==> src/rtl/ctrl_pkg.sv <==
// Shared opcode and ALU-op encodings for the decode stage, ALU control and hazard unit.
package ctrl_pkg;

    localparam logic [6:0] OP_R      = 7'b0110011;
    localparam logic [6:0] OP_LOAD   = 7'b0000011;
    localparam logic [6:0] OP_IMM    = 7'b0010011;
    localparam logic [6:0] OP_STORE  = 7'b0100011;
    localparam logic [6:0] OP_BRANCH = 7'b1100011;
    localparam logic [6:0] OP_JAL    = 7'b1101111;
    localparam logic [6:0] OP_JALR   = 7'b1100111;
    localparam logic [6:0] OP_LUI    = 7'b0110111;
    localparam logic [6:0] OP_AUIPC  = 7'b0010111;

    localparam int ALU_OP_WIDTH = 3;

    localparam logic [2:0] ALU_OP_ADD    = 3'b000;
    localparam logic [2:0] ALU_OP_BRANCH = 3'b001;
    localparam logic [2:0] ALU_OP_RTYPE  = 3'b010;
    localparam logic [2:0] ALU_OP_IALU   = 3'b011;
    localparam logic [2:0] ALU_OP_PASSB  = 3'b100;
    localparam logic [2:0] ALU_OP_AUIPC  = 3'b101;

    typedef struct packed {
        logic [ALU_OP_WIDTH-1:0] alu_op;
        logic                    alu_src;
        logic                    mem_to_reg;
        logic                    reg_write;
        logic                    mem_read;
        logic                    mem_write;
        logic                    branch;
        logic                    jump;
        logic                    link;
    } ctrl_t;

endpackage

==> src/rtl/ctrl_decode.sv <==
// Combinational RV32I opcode decode into the control bundle plus operand-use flags.
module ctrl_decode
    import ctrl_pkg::*;
(
    input  logic [6:0] opcode,
    output ctrl_t      ctrl,
    output logic       uses_rs1,
    output logic       uses_rs2,
    output logic       illegal_dec
);

    always_comb begin
        ctrl        = '0;
        uses_rs1    = 1'b0;
        uses_rs2    = 1'b0;
        illegal_dec = 1'b0;
        case (opcode)
            OP_R: begin
                ctrl.alu_op    = ALU_OP_RTYPE;
                ctrl.reg_write = 1'b1;
                uses_rs1       = 1'b1;
                uses_rs2       = 1'b1;
            end
            OP_LOAD: begin
                ctrl.alu_op     = ALU_OP_ADD;
                ctrl.alu_src    = 1'b1;
                ctrl.mem_to_reg = 1'b1;
                ctrl.reg_write  = 1'b1;
                ctrl.mem_read   = 1'b1;
                uses_rs1        = 1'b1;
            end
            OP_IMM: begin
                ctrl.alu_op    = ALU_OP_IALU;
                ctrl.alu_src   = 1'b1;
                ctrl.reg_write = 1'b1;
                uses_rs1       = 1'b1;
            end
            OP_STORE: begin
                ctrl.alu_op    = ALU_OP_ADD;
                ctrl.alu_src   = 1'b1;
                ctrl.mem_write = 1'b1;
                uses_rs1       = 1'b1;
                uses_rs2       = 1'b1;
            end
            OP_BRANCH: begin
                ctrl.alu_op = ALU_OP_BRANCH;
                ctrl.branch = 1'b1;
                uses_rs1    = 1'b1;
                uses_rs2    = 1'b1;
            end
            OP_JAL: begin
                ctrl.jump      = 1'b1;
                ctrl.reg_write = 1'b1;
                ctrl.link      = 1'b1;
            end
            OP_JALR: begin
                ctrl.alu_op    = ALU_OP_ADD;
                ctrl.alu_src   = 1'b1;
                ctrl.jump      = 1'b1;
                ctrl.reg_write = 1'b1;
                ctrl.link      = 1'b1;
                uses_rs1       = 1'b1;
            end
            OP_LUI: begin
                ctrl.alu_op    = ALU_OP_PASSB;
                ctrl.alu_src   = 1'b1;
                ctrl.reg_write = 1'b1;
            end
            OP_AUIPC: begin
                ctrl.alu_op    = ALU_OP_AUIPC;
                ctrl.alu_src   = 1'b1;
                ctrl.reg_write = 1'b1;
            end
            default: illegal_dec = 1'b1;
        endcase
    end

endmodule

==> src/rtl/pipelined_control_unit.sv <==
// ID stage: decode, load-use hazard bubble, flush, and the registered ID->EX control bundle.
module pipelined_control_unit
    import ctrl_pkg::*;
#(
    parameter int REG_AW    = 5,
    parameter int ALU_OP_W  = 3,
    parameter int CNT_W     = 16,
    parameter bit HAZARD_EN = 1'b1
) (
    input  logic                clk,
    input  logic                rst,
    input  logic                if_valid,
    input  logic [31:0]         instr,
    output logic                id_ready,
    input  logic                flush,
    input  logic                ex_ready,
    output logic                ex_valid,
    output logic [ALU_OP_W-1:0] ex_alu_op,
    output logic                ex_alu_src,
    output logic                ex_mem_to_reg,
    output logic                ex_reg_write,
    output logic                ex_mem_read,
    output logic                ex_mem_write,
    output logic                ex_branch,
    output logic                ex_jump,
    output logic                ex_link,
    output logic [REG_AW-1:0]   ex_rs1,
    output logic [REG_AW-1:0]   ex_rs2,
    output logic [REG_AW-1:0]   ex_rd,
    output logic                illegal,
    output logic [CNT_W-1:0]    stall_cnt
);

    ctrl_t             dec;
    ctrl_t             ex_ctrl;
    logic              uses_rs1;
    logic              uses_rs2;
    logic              illegal_dec;
    logic              advance;
    logic              hazard;
    logic [REG_AW-1:0] rs1;
    logic [REG_AW-1:0] rs2;
    logic [REG_AW-1:0] rd;
    logic              unused_bits;

    assign rs1         = instr[15 +: REG_AW];
    assign rs2         = instr[20 +: REG_AW];
    assign rd          = instr[7 +: REG_AW];
    assign unused_bits = ^{instr[31:25], instr[14:12]};

    ctrl_decode u_decode (
        .opcode      (instr[6:0]),
        .ctrl        (dec),
        .uses_rs1    (uses_rs1),
        .uses_rs2    (uses_rs2),
        .illegal_dec (illegal_dec)
    );

    assign advance = !ex_valid || ex_ready;

    generate
        if (HAZARD_EN) begin : g_hazard
            // Only a load in EX can create a use the forwarding path cannot cover.
            assign hazard = if_valid && ex_valid && ex_ctrl.mem_read && (ex_rd != '0) &&
                            ((uses_rs1 && (rs1 == ex_rd)) || (uses_rs2 && (rs2 == ex_rd)));
        end else begin : g_no_hazard
            assign hazard = 1'b0;
        end
    endgenerate

    assign id_ready = advance && !hazard && !flush;

    always_ff @(posedge clk) begin
        if (rst) begin
            ex_valid  <= 1'b0;
            ex_ctrl   <= '0;
            ex_rs1    <= '0;
            ex_rs2    <= '0;
            ex_rd     <= '0;
            illegal   <= 1'b0;
            stall_cnt <= '0;
        end else if (flush) begin
            ex_valid <= 1'b0;
        end else if (advance) begin
            if (hazard) begin
                ex_valid <= 1'b0;
                if (stall_cnt != '1)
                    stall_cnt <= stall_cnt + CNT_W'(1);
            end else if (if_valid) begin
                ex_valid <= 1'b1;
                ex_ctrl  <= dec;
                ex_rs1   <= rs1;
                ex_rs2   <= rs2;
                ex_rd    <= rd;
                if (illegal_dec)
                    illegal <= 1'b1;
            end else begin
                ex_valid <= 1'b0;
            end
        end
    end

    assign ex_alu_op     = ALU_OP_W'(ex_ctrl.alu_op);
    assign ex_alu_src    = ex_ctrl.alu_src;
    assign ex_mem_to_reg = ex_ctrl.mem_to_reg;
    assign ex_reg_write  = ex_ctrl.reg_write;
    assign ex_mem_read   = ex_ctrl.mem_read;
    assign ex_mem_write  = ex_ctrl.mem_write;
    assign ex_branch     = ex_ctrl.branch;
    assign ex_jump       = ex_ctrl.jump;
    assign ex_link       = ex_ctrl.link;

endmodule

==> config.mk <==
export PLATFORM = sky130hd
export DESIGN_NAME = pipelined_control_unit
export DESIGN_NICKNAME = d
export VERILOG_FILES = /design/src/rtl/ctrl_pkg.sv /design/src/rtl/ctrl_decode.sv /design/src/rtl/pipelined_control_unit.sv
export SDC_FILE = /design/constraint.sdc
export NUM_CORES = 1
export LEC_CHECK = 0
export CORE_MARGIN = 5
export CORE_UTILIZATION = 40
export CTS_CLUSTER_DIAMETER = 100
export DETAILED_ROUTE_END_ITERATION = 6
export HOLD_SLACK_MARGIN = 0.15
export MAX_ROUTING_LAYER = met4
export PLACE_DENSITY = 0.75
export SLEW_MARGIN = 20
export SYNTH_ARGS = -nofsm -noshare
export SYNTH_HDL_FRONTEND = slang
export SYNTH_SLANG_ARGS = --single-unit
==> constraint.sdc <==
create_clock -name clk -period 2.3 [get_ports clk]
set_clock_uncertainty 0.05 [all_clocks]
set_input_delay 0.575 -clock clk [delete_from_list [all_inputs] [get_ports clk]]
set_output_delay 0.575 -clock clk [all_outputs]
set_load 0.03 [all_outputs]
-- Yosys cells after proc, flatten, opt, wreduce, memory -nomap -nowiden
Index checks and enable logic that the tools add are counted.
- equality and inequality tests: 12
- add/subtract/negate cells: 1
- multiplexer cells: 11
- bitwise operators: 3
- reductions and logical operators: 24
- operators by type and width (kind ; number):
    $eq A7 B6 Y1 const B ; 3
    $eq A7 B7 Y1 const B ; 3
    $add A16 B1 Y16 const B ; 1
    $ne A16 B16 Y1 const B ; 1
    $pmux W3 S5 ; 1
    $eq A7 B5 Y1 const B ; 2
    $reduce_or A6 Y1 ; 2
    $eq A5 B5 Y1 ; 2
    $mux W1 ; 9
    $reduce_or A9 Y1 ; 1
    $logic_and A1 B1 Y1 ; 8
    $reduce_and A4 Y1 ; 2
    $eq A7 B2 Y1 const B ; 1
    $reduce_or A7 Y1 ; 1
    $reduce_and A5 Y1 ; 1
    $reduce_bool A5 Y1 ; 1
    $reduce_or A2 Y1 ; 2
    $logic_not A1 Y1 ; 3
    $not A1 Y1 ; 3
    $reduce_or A3 Y1 ; 1
    $logic_or A1 B1 Y1 ; 2
    $mux W2 ; 1
- register bits: 43
- word-level logic and storage cells: 65

-- Longest topological paths before layout
- depth in word-level cells: 9
- mapped depth: 10

-- Modules after synthesis
From an unflattened synthesis, not the netlist that was laid out.
- cells, all modules: 240
- area total of the unflattened synthesis: 2157.1 µm²
- by module, submodules not included (module ; area an instance (µm²) ; times used ; cells each ; sequential area each (µm²)):
    pipelined_control_unit ; 1950.6 ; 1 ; 206 ; 880.8
    ctrl_decode ; 206.4 ; 1 ; 34 ; 0.0

-- Least setup slack after synthesis
OpenSTA, ideal clock, no wires.
- path type: flip-flop to output port
- from: register ex_rd[0]
- to: output port id_ready
- cell stages (with the launch flop): 6
- path buffers: 1
- arrival: 2.177 ns
- path slack: -0.502 ns
- path through: dfxtp_1 > or4_1 > o211ai_2 > o21ba_2 > buf_2 > nor3_1
- cells in the longest elaborated chain, start to end: 7
- elaborated cells on any way between the ends: 11
- classes of those cells: eq/ne: 2; reduce/logical: 9
- ends and longest elaborated chain (element ; line ; source):
    from (decl) ; pipelined_control_unit.sv:29 ; output logic [REG_AW-1:0] ex_rd,
    from (signal assigned) ; pipelined_control_unit.sv:94 ; ex_rd <= rd;
    $eq A5 B5 Y1 ; pipelined_control_unit.sv:65 ; ((uses_rs1 && (rs1 == ex_rd)) || (uses_rs2 && (rs2 == ex_rd)));
    $logic_and A1 B1 Y1 ; pipelined_control_unit.sv:65 ;
    $logic_or A1 B1 Y1 ; pipelined_control_unit.sv:65 ;
    $logic_and A1 B1 Y1 (*) ; pipelined_control_unit.sv:64 ; assign hazard = if_valid && ex_valid && ex_ctrl.mem_read && (ex_rd != '0) &&
    $logic_not A1 Y1 (*) ; pipelined_control_unit.sv:71 ; assign id_ready = advance && !hazard && !flush;
    $logic_and A1 B1 Y1 (*) (2 in series) ; pipelined_control_unit.sv:71 ;
    to (decl) ; pipelined_control_unit.sv:14 ; output logic id_ready,
Every way passes the cells marked *; elsewhere a longest branch is shown, timed or not.

-- Final worst setup path
- from: register ex_rd[2]
- to: output port id_ready
Same word-level chain as after synthesis.

==> run_results.csv <==
group,metric,value,unit
run_status,run_status,"finished with violations",
run_status,violations,"setup timing",
synth,dominantRegCellSynth,"dfxtp_1",
timing,final.period_utilization,105,%
grt,initial_antenna_violation_count,1,
cts,cts.sinks,42,
die,die_w,83.9,um
timing,period_minus_slack,2.42,ns
place,dpl.cell_count,423,
route,wl_per_cell,14.7,um
synth,postSynthAreaPerCell,8.04,um2
worst_hold_path,worstHoldPathCells,2,
die,number_of_core_rows,27,
place,finalWeightedCongestion,0.882,
synth,synth_cells,272,
die,io_pins,82,
critical_path,critical-path-slowest-cell,"or4_4",
cts,cts_made_buffers,5,
critical_path,worst_setup_path_start_kind,"flop",
grt,grt_start_max_net_pins,41,
synth,synth_nets,310,
timing,worst_slew_pin_slew,0.469,ns
grt,grt.total_usage,18.0,%
timing,finalHoldWorstSlack,0.412,ns
synth,synth_warnings,0,
timing,drv_slew,0,
timing,worst_slew_margin_relative_to_its_limit,68.6,%
timing,timing_hold_violations_final,0,
synth,synth_area,0.00219,mm2
die,floorplan.initialDensity,40.5,%
die,design.die.area,0.00705,mm2
layout,post_route_cells_drive_above_1_share,15.5,%
layout,syn2layout_area_growth,49.9,%
pwr,power_leakage,1.17,nW
worst_hold_path,worst_hold_path_type,"flop to flop",
cts,path_clk_slew,0.07,ns
route,detailroute.via_count,2428,
place,dp.final_hpwl,4.57,mm
cts,cts_htree_levels,2,
critical_path,crit_path_max_fanout,4,
die,chipHeight,83.9,um
layout,final_instance_area,0.00328,mm2
cts,cts_root_buffer_type,"clkbuf_8",
pwr,power.density_cell_area,448,mW/mm2
pwr,vdd_drop_max,0.000295,V
layout,layoutNonFillerInstCount,434,
place,placedInstanceArea,0.00317,mm2
critical_path,cpPeakStageDelay,0.53,ns
critical_path,crit_buf_inv,1,
route,route.detailed.drc,0,
die,core-area,0.00541,mm2
synth,leading_cell_types_by_count_after_synthesis,"dfxtp_1 (42), a21oi_1 (37), nand3_1 (33)",
synth,async_reset_ff_share,0,%
route,drt-vias-per-instance,5.59,
grt,number_of_global_route_vias_before_repair,2223,
synth,synth_cell_type_count,40,
timing,setup_viol,1,
layout,final_core_util,60.6,%
cts,clock_tree_from_tritoncts,"done",
place,placement.io_buffers,71,
critical_path,critical_path_class,"flop to output pin",
critical_path,cp-end-kind,"output pin",
grt,grt_first_pass_wirelength,10.1,mm
critical_path,timing.reg2reg.worst_path_depth,6,
synth,ys_seq_elements,42,
cts,cts.path.max_buffers,2,
critical_path,critical_path.cell_chain,"or4_4, o211ai_2, o21ba_4, nor3_4, buf_6",
route,drt_wl_total,6.37,mm
critical_path,worst-endpoint-arrival,1.79,ns
synth,synth_edf_count,0,
synth,post_synth_main_area_contributors,"dfxtp_1 (38%), a21oi_1 (8.5%), nand3_1 (7.6%)",
critical_path,critPathRequiredTime,1.67,ns
route,drtPass1Iterations,4,
route,antenna_left,0,
layout,fillerInstances,501,
synth,synth_largest_area_cell,"dfxtp_1",
grt,grt_remaining_overflow,0,
timing,grt_setup_unrepaired,"true",
cts,cts_hold_repair.buffers,0,
synth,synth_top_cell_area_share,38.4,%
synth,synth.most_common_cell,"dfxtp_1",
run,timing.max_cap.violations,0,
critical_path,worst-path-stages,5,
critical_path,cell_type_group_with_the_largest_total_delay_on_the_critical_path,"simple AND/OR/NAND/NOR gates",
cts,clk_latency,0.30,ns
route,drt_first_iter_violations,207,
layout,final_nets,398,
timing,max_freq,0.414,GHz
timing,layout_setup_ws,-0.118,ns
synth,synth-seq-area-share,38.4,%
[sequential cells by signal, summed over array words and instances (netlist names)]
name / count
ex_alu_op: 3
ex_mem_read: 1
ex_branch: 1
ex_alu_src: 1
ex_reg_write: 1
stall_cnt: 16
illegal: 1
ex_rs1: 5
ex_valid: 1
ex_rd: 5
ex_rs2: 5
ex_mem_write: 1
ex_jump: 1
[final cells by class]
type	count	area, um2	area share, %
clock buffer	6	72.6	2.21
multi-input combinational	203	1270	38.7
timing repair buffer	103	967	29.5
inverter	5	18.8	0.573
tap	72	90.1	2.75
sequential	42	850	25.9
clock inverter	2	8.76	0.267
antenna	1	2.50	0.0763
[stage by stage]
| step | setup TNS, ns | total power [W] | worst slack [ns] |
|---|---|---|---|
| global route | -0.207 | 0.00155 | -0.197 |
| finish | -0.118 | 0.00147 | -0.118 |
| floorplan | -0.0494 | 0.000895 | -0.0494 |
| CTS | -0.134 | 0.00148 | -0.134 |
| global placement | -19.79 | 0.00103 | -0.887 |
| detailed placement | -21.14 | 0.00104 | -0.882 |
[cell families after synthesis]
group                      Yosys count  synth area share [%]
AOI/OAI and AO/OA                   87                  23.5
adders and majority gates            1                 0.572
xor gates and xnor gates            10                  4.00
muxes                                1                 0.458
and+or+nand+nor                    103                  26.6
DFF                                 42                  38.4
buffers and inverters               28                  6.46
[final timing paths]
| check | from | endpoint | slack [ns] |
|---|---|---|---|
| setup / recovery | ex_rd[2] | id_ready | -0.12 |
| hold / removal | ex_alu_op[0] | ex_alu_op[0] | 0.41 |
| setup reg to reg | ex_rd[2] | ex_alu_op[1] | 0.09 |
| hold reg to reg | ex_alu_op[0] | ex_alu_op[0] | 0.41 |
[layout by cell type, fill, tap and decap left out, types with 2 or more instances in the layout]
cell type        instances
and3_1                   3
o31ai_1                 13
nand4_1                  6
dfxtp_1                 39
dfxtp_4                  2
o21bai_4                 2
or4_1                   14
nor3_4                   2
inv_1                    4
nand2_1                 16
a21oi_1                 36
nor2_1                  12
xor2_1                   2
nand3b_4                 2
clkinv_1                 2
o21ai_1                  2
clkbuf_8                 5
dlygate4sd2_1           18
nor3_1                   6
o21ai_0                 25
buf_12                   3
clkdlybuf4s50_1         52
xnor2_1                  8
buf_4                   29
nand3_1                 32
[power breakdown]
part           internal, W  total, W  switching, W
clock network     0.000209  0.000457      0.000248
registers         0.000741  0.000749    0.00000883
logic             0.000124  0.000263      0.000139
total              0.00107   0.00147      0.000396
[layer usage]
metal | up-vias | GRT usage, % | wire (um)
met1 | 1136 | 21.8 | 2750
met3 | 6 | 4.34 | 487
met5 | - | - | 0
met4 | 0 | 6.58 | 51
li1 | 1192 | - | -
met2 | 94 | 29.0 | 3080
[what timing repair did]
item / in CTS / in global routing
pin swaps: 13 / 1
endpoints found under the setup margin: 43 / 31
setup buffers: 1 / 0
cloned: 0 / 1
resized for setup: 29 / 2
[worst register-to-register path: cells and delay by family (launching register included)]
| family | cells | cell delay (ns) |
|---|---|---|
| AOI/OAI and AO/OA | 3 | 0.50 |
| DFF | 1 | 0.34 |
| and+or+nand+nor | 2 | 1.04 |
| buffers and inverters | 1 | 0.20 |
Power figures use the tool's default switching activity.
